### src/rtl/mdr_param_core_if.sv
// mdr_param_core_if: operand/op handshake and result bus of the MDR engine.
// The master side drives operands and strobes; the slave side is the core.
interface mdr_param_core_if #(
   parameter int WIDTH = 16
);
   logic [WIDTH-1:0] data;
   logic [1:0]       op;
   logic             load;
   logic             start;
   logic [WIDTH-1:0] result;
   logic [WIDTH-1:0] remainder;
   logic             ready;
   logic             error;
   logic             load_x;
   logic             load_y;

   modport master (
      output data, op, load, start,
      input  result, remainder, ready, error, load_x, load_y
   );

   modport slave (
      input  data, op, load, start,
      output result, remainder, ready, error, load_x, load_y
   );
endinterface

### src/rtl/mdr_param_core.sv
// mdr_param_core: iterative mul/div/sqrt engine, one bit per clock.
// Square root is compiled in only when MDR_SQRT_EN is defined.
module mdr_param_core #(
   parameter int WIDTH  = 16,
   parameter bit SIGNED = 1'b0
) (
   input  logic            clk,
   input  logic            rst,
   mdr_param_core_if.slave bus
);
   localparam int CW = $clog2(WIDTH + 1);
   localparam logic [CW-1:0] N_FULL = CW'(WIDTH);
   localparam logic [CW-1:0] N_HALF = CW'(WIDTH / 2);
   localparam logic [1:0] OP_MUL  = 2'b00;
   localparam logic [1:0] OP_DIV  = 2'b01;
   localparam logic [1:0] OP_SQRT = 2'b10;

   typedef enum logic [2:0] {
      IDLE, WAIT_Y, WAIT_START, RUN, FIX, DONE
   } state_e;

   state_e state_q, state_d;

   logic [WIDTH-1:0] x_q, x_d;
   logic [WIDTH-1:0] y_q, y_d;
   logic [WIDTH-1:0] a_q, a_d;
   logic [WIDTH-1:0] b_q, b_d;
   logic [WIDTH-1:0] m_q, m_d;
   logic [WIDTH-1:0] res_q, res_d;
   logic [WIDTH-1:0] rem_q, rem_d;
   logic [1:0]       op_q, op_d;
   logic             sx_q, sx_d;
   logic             sy_q, sy_d;
   logic             err_q, err_d;
   logic [CW-1:0]    cnt_q, cnt_d;

   logic             x_neg, y_neg;
   logic [WIDTH-1:0] x_mag, y_mag;
   logic             op_err;
   logic [WIDTH:0]   mac_sum;
   logic [WIDTH:0]   div_sh;
   logic [WIDTH+1:0] div_diff;
   logic [2*WIDTH-1:0] prod_fix;
   logic [WIDTH-1:0] quo_fix, rem_fix;
`ifdef MDR_SQRT_EN
   logic [WIDTH+1:0] sr_q, sr_d;
   logic [WIDTH+1:0] sr_sh, sr_nx;
   logic [WIDTH-1:0] sq_rem;
`endif

   assign x_neg = SIGNED && x_q[WIDTH-1];
   assign y_neg = SIGNED && y_q[WIDTH-1];
   assign x_mag = x_neg ? -x_q : x_q;
   assign y_mag = y_neg ? -y_q : y_q;

   // a = product high / partial remainder, b = product low / dividend-quotient
   assign mac_sum  = {1'b0, a_q} + (b_q[0] ? {1'b0, m_q} : '0);
   assign div_sh   = {a_q, b_q[WIDTH-1]};
   assign div_diff = {1'b0, div_sh} - {2'b00, m_q};
   assign prod_fix = (sx_q ^ sy_q) ? -{a_q, b_q} : {a_q, b_q};
   assign quo_fix  = (sx_q ^ sy_q) ? -b_q : b_q;
   assign rem_fix  = sx_q ? -a_q : a_q;

`ifdef MDR_SQRT_EN
   // Non-restoring root: m holds the root, sr the signed partial remainder
   assign sr_sh  = {sr_q[WIDTH-1:0], 2'b00}
                 + {{WIDTH{1'b0}}, b_q[WIDTH-1:WIDTH-2]};
   assign sr_nx  = sr_q[WIDTH+1] ? sr_sh + {m_q, 2'b11}
                                 : sr_sh - {m_q, 2'b01};
   assign sq_rem = sr_q[WIDTH+1]
                 ? sr_q[WIDTH-1:0] + {m_q[WIDTH-2:0], 1'b1}
                 : sr_q[WIDTH-1:0];
`endif

   always_comb begin
      op_err = 1'b0;
      case (bus.op)
         OP_MUL:  op_err = 1'b0;
         OP_DIV:  op_err = (y_q == '0);
`ifdef MDR_SQRT_EN
         OP_SQRT: op_err = x_neg;
`else
         OP_SQRT: op_err = 1'b1;
`endif
         default: op_err = 1'b1;
      endcase
   end

   always_comb begin
      state_d = state_q;
      x_d     = x_q;
      y_d     = y_q;
      a_d     = a_q;
      b_d     = b_q;
      m_d     = m_q;
      res_d   = res_q;
      rem_d   = rem_q;
      op_d    = op_q;
      sx_d    = sx_q;
      sy_d    = sy_q;
      err_d   = err_q;
      cnt_d   = cnt_q;
`ifdef MDR_SQRT_EN
      sr_d    = sr_q;
`endif
      unique case (state_q)
         IDLE: begin
            if (bus.load) begin
               x_d     = bus.data;
               state_d = WAIT_Y;
            end
         end
         WAIT_Y: begin
            if (bus.load) begin
               y_d     = bus.data;
               state_d = WAIT_START;
            end
         end
         WAIT_START: begin
            if (bus.start) begin
               op_d = bus.op;
               sx_d = x_neg;
               sy_d = y_neg;
               if (op_err) begin
                  err_d   = 1'b1;
                  res_d   = '0;
                  rem_d   = '0;
                  state_d = DONE;
               end else begin
                  a_d     = '0;
                  state_d = RUN;
                  if (bus.op == OP_SQRT) begin
                     b_d   = x_q;
                     m_d   = '0;
                     cnt_d = N_HALF;
                  end else begin
                     b_d   = x_mag;
                     m_d   = y_mag;
                     cnt_d = N_FULL;
                  end
`ifdef MDR_SQRT_EN
                  sr_d = '0;
`endif
               end
            end
         end
         RUN: begin
            if (cnt_q == '0) begin
               state_d = FIX;
            end else begin
               cnt_d = cnt_q - 1'b1;
               case (op_q)
                  OP_MUL: begin
                     a_d = mac_sum[WIDTH:1];
                     b_d = {mac_sum[0], b_q[WIDTH-1:1]};
                  end
                  OP_DIV: begin
                     if (!div_diff[WIDTH+1]) begin
                        a_d = div_diff[WIDTH-1:0];
                        b_d = {b_q[WIDTH-2:0], 1'b1};
                     end else begin
                        a_d = div_sh[WIDTH-1:0];
                        b_d = {b_q[WIDTH-2:0], 1'b0};
                     end
                  end
`ifdef MDR_SQRT_EN
                  OP_SQRT: begin
                     sr_d = sr_nx;
                     m_d  = {m_q[WIDTH-2:0], ~sr_nx[WIDTH+1]};
                     b_d  = {b_q[WIDTH-3:0], 2'b00};
                  end
`endif
                  default: ;
               endcase
            end
         end
         FIX: begin
            state_d = DONE;
            case (op_q)
               OP_MUL: begin
                  res_d = prod_fix[WIDTH-1:0];
                  rem_d = prod_fix[2*WIDTH-1:WIDTH];
               end
               OP_DIV: begin
                  res_d = quo_fix;
                  rem_d = rem_fix;
               end
`ifdef MDR_SQRT_EN
               OP_SQRT: begin
                  res_d = m_q;
                  rem_d = sq_rem;
               end
`endif
               default: begin
                  res_d = '0;
                  rem_d = '0;
               end
            endcase
         end
         DONE: begin
            if (bus.load) begin
               x_d     = bus.data;
               err_d   = 1'b0;
               state_d = WAIT_Y;
            end
         end
         default: state_d = IDLE;
      endcase
   end

   always_ff @(posedge clk or negedge rst) begin
      if (!rst) begin
         state_q <= IDLE;
         x_q     <= '0;
         y_q     <= '0;
         a_q     <= '0;
         b_q     <= '0;
         m_q     <= '0;
         res_q   <= '0;
         rem_q   <= '0;
         op_q    <= '0;
         sx_q    <= 1'b0;
         sy_q    <= 1'b0;
         err_q   <= 1'b0;
         cnt_q   <= '0;
`ifdef MDR_SQRT_EN
         sr_q    <= '0;
`endif
      end else begin
         state_q <= state_d;
         x_q     <= x_d;
         y_q     <= y_d;
         a_q     <= a_d;
         b_q     <= b_d;
         m_q     <= m_d;
         res_q   <= res_d;
         rem_q   <= rem_d;
         op_q    <= op_d;
         sx_q    <= sx_d;
         sy_q    <= sy_d;
         err_q   <= err_d;
         cnt_q   <= cnt_d;
`ifdef MDR_SQRT_EN
         sr_q    <= sr_d;
`endif
      end
   end

   assign bus.result    = res_q;
   assign bus.remainder = rem_q;
   assign bus.ready     = (state_q == DONE);
   assign bus.error     = err_q;
   assign bus.load_x    = (state_q == IDLE) || (state_q == DONE);
   assign bus.load_y    = (state_q == WAIT_Y);
endmodule
### src/flat_wrapper.sv
// flat-port wrapper written by rule: the top's interface ports become plain ports
module mdr_param_core_flat 
#(
   parameter int WIDTH  = 16,
   parameter bit SIGNED = 1'b0
)
  (clk, rst, bus_data, bus_op, bus_load, bus_start, bus_result, bus_remainder, bus_ready, bus_error, bus_load_x, bus_load_y);
  mdr_param_core_if #(.WIDTH(WIDTH)) bus_i ();
  input  logic clk;
  input  logic rst;
  input wire logic [$bits(bus_i.data)-1:0] bus_data;
  input wire logic [$bits(bus_i.op)-1:0] bus_op;
  input wire logic [$bits(bus_i.load)-1:0] bus_load;
  input wire logic [$bits(bus_i.start)-1:0] bus_start;
  output wire logic [$bits(bus_i.result)-1:0] bus_result;
  output wire logic [$bits(bus_i.remainder)-1:0] bus_remainder;
  output wire logic [$bits(bus_i.ready)-1:0] bus_ready;
  output wire logic [$bits(bus_i.error)-1:0] bus_error;
  output wire logic [$bits(bus_i.load_x)-1:0] bus_load_x;
  output wire logic [$bits(bus_i.load_y)-1:0] bus_load_y;
  assign bus_i.data = bus_data;
  assign bus_i.op = bus_op;
  assign bus_i.load = bus_load;
  assign bus_i.start = bus_start;
  assign bus_result = bus_i.result;
  assign bus_remainder = bus_i.remainder;
  assign bus_ready = bus_i.ready;
  assign bus_error = bus_i.error;
  assign bus_load_x = bus_i.load_x;
  assign bus_load_y = bus_i.load_y;
  mdr_param_core #(.WIDTH(WIDTH), .SIGNED(SIGNED)) u_core (.clk(clk), .rst(rst), .bus(bus_i));
endmodule
### config.mk
export PLATFORM = sky130hd
export DESIGN_NAME = mdr_param_core_flat
export DESIGN_NICKNAME = d
export VERILOG_FILES = /design/src/rtl/mdr_param_core_if.sv /design/src/rtl/mdr_param_core.sv /design/src/flat_wrapper.sv
export SDC_FILE = /design/constraint.sdc
export NUM_CORES = 1
export LEC_CHECK = 0
export CORE_ASPECT_RATIO = 0.7
export CORE_MARGIN = 5
export CORE_UTILIZATION = 40
export DETAILED_ROUTE_END_ITERATION = 8
export PLACE_DENSITY_LB_ADDON = 0.15
export SETUP_SLACK_MARGIN = 0.15
export SLEW_MARGIN = 5
export SYNTH_ARGS = -nofsm -noshare
export SYNTH_HDL_FRONTEND = slang
export SYNTH_SLANG_ARGS = --single-unit
### constraint.sdc
create_clock -name clk -period 2.45 [get_ports clk]
set_input_delay 0.49 -clock clk [delete_from_list [all_inputs] [get_ports clk]]
set_output_delay 0.49 -clock clk [all_outputs]
set_load 0.02 [all_outputs]
==> run summary <==
YS warnings: 0
RD Place Congestion: 0.924
first-pass iteration count of the detailed router: 6
Final Cell Area: 9800 µm²
Worst Reg-to-Reg Cells: 10
WL/cell: 19.1 µm
hold_buf cts: 0
Post-DRT Antenna Nets: 0
Max-Cap Viols: 0
Largest stage delay, worst path: 0.46 ns
CP Max Fanout: 7
met1 GRT Util: 32.7%
DR vias: 6433
drt drc: 0
DIE WIDTH: 170 µm
drt initial violations: 526
detailed placement HPWL: 16600 µm
worst path cell trace: buf_6 > and2_4 > ha_4 > nand2_4 > or3_4 > or3b_4 > a21oi_2 > mux2i_1 > a32oi_1 > a21oi_1
Core Box Area: 17900 µm²
chip height: 122 µm
failing checks: setup timing
setup TNS: -0.217 ns
WL final: 22200 µm
leak pwr: 0.00436 µW
final net count: 971
CP startpoint: u_core.b_q[0]$_DFFE_PN0P_
FFs w/ async S/R, synth: 100%
Worst Tran Pin Value: 0.691 ns
area grow syn2layout: 36.2%
root buf cell: clkbuf_16
busiest layer in global routing: met1
peak supply drop: 677 µV
ys flop type: dfrtp_1
post-synthesis cell type count: 73
GRT Util Overall: 21.6%
Max-slew headroom: 54.0%
routed vias/inst: 5.54
placed instance area: 8780 µm²
Worst-Skew Late Latency: 0.42 ns
first-pass GRT wire length: 34600 µm
Ports: 58
R2R Path Start: u_core.b_q[0]$_DFFE_PN0P_
Post-synth EDFFs: 0
status: finished, violations left
final hold vios: 0
skew final: 0.0117 ns
Slowest-stage cell, CP: dfrtp_2
Initial Util: 40.3%
fraction of layout cells with a size suffix above 1: 28.0%
Avg Synthesized Cell Area: 9.44 µm²
crit path capture: u_core.a_q[12]$_DFFE_PN0P_
Data arrival, critical path: 2.88 ns
CTS tree: built
cell count after synthesis: 762
Final WS setup: -0.0899 ns
Worst Setup Start Kind: flip-flop
RSZ-0062 raised after global routing: yes
Tcrit/Tclk final: 104%
Final Total Pwr: 15400 µW
Yosys reg bits: 123
largest net degree at the start of global routing: 124
HP Class: in2async
mapped cell area: 7190 µm²
met2 Usage GRT: 31.0%
clock slew at reported path FFs: 0.07 ns
PortBufs: 57
clk buf depth: 2
gr ovfl total: 0
TritonCTS Buffers: 17
min cycle time layout: 2.54 ns
# diodes: 0
row count: 41
pwr dens: 1570 nW/µm²
syn_nets: 820
initial antenna violation count: 1
CTS Sinks: 123
H-tree depth: 4
Global Route met3 Usage: 5.42%
CP required: 2.79 ns
vias in the first global route: 6238
Max Slew Vio Count: 0
critical path class: reg2reg
Worst R2R End: u_core.a_q[12]$_DFFE_PN0P_
post-synthesis sequential area ratio: 42.8%
Final Setup Violations: 4
crit end category: flip-flop
fin util: 54.9%
fmax: 394 MHz
Die ar.: 20800 µm²
flop2flop setup slack: -0.09 ns
sequential cells by signal, summed over array words and instances, names as in the netlist, 3 cells and up:
signal,cells
u_core.bus.result,16
u_core.y_mag,16
u_core.m_q,16
u_core.state_q,3
u_core.cnt_q,5
u_core.bus.remainder,16
u_core.a_q,16
u_core.x_mag,16
u_core.b_q,16
cells in the mapped netlist, types with 4 or more instances:
cell / number / area, µm²
a31oi_1: 4 / 25.0
nor2b_1: 5 / 31.3
o211ai_1: 8 / 60.1
nand2b_1: 9 / 56.3
nand2_1: 109 / 409
xnor2_1: 15 / 131
clkbuf_1: 25 / 93.8
nor2_1: 27 / 101
a21oi_1: 58 / 290
inv_1: 35 / 131
nor4_1: 4 / 25.0
o21a_1: 4 / 30.0
nand4_1: 4 / 25.0
mux2i_1: 8 / 80.1
a22o_1: 33 / 289
mux2_2: 33 / 372
dfrtp_1: 123 / 3080
a21o_1: 4 / 30.0
buf_2: 10 / 50.1
o21bai_1: 5 / 37.5
a32oi_1: 4 / 35.0
o21ai_0: 68 / 340
and2_1: 18 / 113
a211oi_1: 9 / 67.6
o31ai_1: 4 / 30.0
a22oi_1: 6 / 45.0
xor2_1: 8 / 70.1
nor3_1: 13 / 65.1
ha_1: 34 / 425
or3_1: 8 / 50.1
nand3_1: 7 / 35.0
cells in the final DEF, fill, tap and decap left out, types with 9 or more instances in the layout:
master           count
a21oi_1             53
a22o_1              33
and2_1              12
buf_4              108
clkbuf_16           17
clkdlybuf4s50_1     53
dfrtp_1            121
ha_1                20
ha_4                13
inv_1               28
mux2_2              33
nand2_1            108
nand2b_1             9
nor2_1              25
nor3_1              11
o21ai_0             49
o21ai_1             14
xnor2_1             15
worst max-delay path, delay by kind of cell, from the launching register on:
kind            cells  cell delay, ns
compound gates      3            0.42
fa+ha+maj           1            0.28
buf+inv             1            0.15
flops               1            0.46
mux                 1            0.20
simple gates        4            0.96
power breakdown:
group	total [µW]	internal, µW	switching, µW
sequential	3750	2900	848
clock	2590	1540	1050
combinational	9060	4430	4630
total	15400	8870	6530
stage by stage:
stage	cells	hold slack [ns]	worst slack, ns
after floorplan	762	0.194	-0.0350
after global placement	1116	0.482	-0.103
after CTS	1159	0.202	-0.0671
after detailed placement	1116	0.488	-0.253
final	1162	0.144	-0.0899
after global routing	1162	0.230	-0.171
logic make-up (layout without fill, tap and decap cells):
| logic type | after synthesis | after routing | share of synthesized area [%] |
|---|---|---|---|
| compound gates | 237 | 237 | 21.8 |
| simple gates | 226 | 226 | 15.3 |
| flops | 123 | 123 | 42.8 |
| buf+inv | 76 | 240 | 4.54 |
| mux | 41 | 41 | 6.28 |
| fa+ha+maj | 36 | 36 | 6.47 |
| xor+xnor | 23 | 23 | 2.80 |
routing by layer:
metal  vias up  wire length, µm  share of wire [%]
met2       239             9330                 42
met3        30             1800                8.1
met1      3108            10800                 49
li1       3054                -                  -
met4         2              254                1.1
met5         -               13              0.059
what timing repair did:
action	in CTS	in global routing
pin swaps	27	14
setup buffers	10	3
endpoints found under the setup margin	27	65
cloned	1	0
resized for setup	40	30
worst min-delay path by stage:
stage                                        start                             endpoint  slack (ns)  cells past startpoint
6_report                                       rst     u_core.bus.result[6]$_DFFE_PN0P_        0.14                      2
5_1_grt                                        rst    u_core.bus.result[13]$_DFFE_PN0P_        0.23                      2
4_1_cts                                        rst    u_core.bus.result[12]$_DFFE_PN0P_        0.20                      2
3_5_place_dp   u_core.bus.remainder[0]$_DFFE_PN0P_  u_core.bus.remainder[0]$_DFFE_PN0P_        0.49                      1
3_3_place_gp   u_core.bus.remainder[0]$_DFFE_PN0P_  u_core.bus.remainder[0]$_DFFE_PN0P_        0.48                      1
2_1_floorplan                                  rst            u_core.a_q[0]$_DFFE_PN0P_        0.19                      0
final cells by class:
class	instances	area, µm²
Fill cell	1600	8050
Clock buffer	17	425
Tap cell	236	295
Multi-Input combinational cell	563	4160
Timing Repair Buffer	173	1520
Inverter	35	131
Sequential cell	123	3080
Clock inverter	15	179
Note: power is estimated with default switching activity, not from simulation.
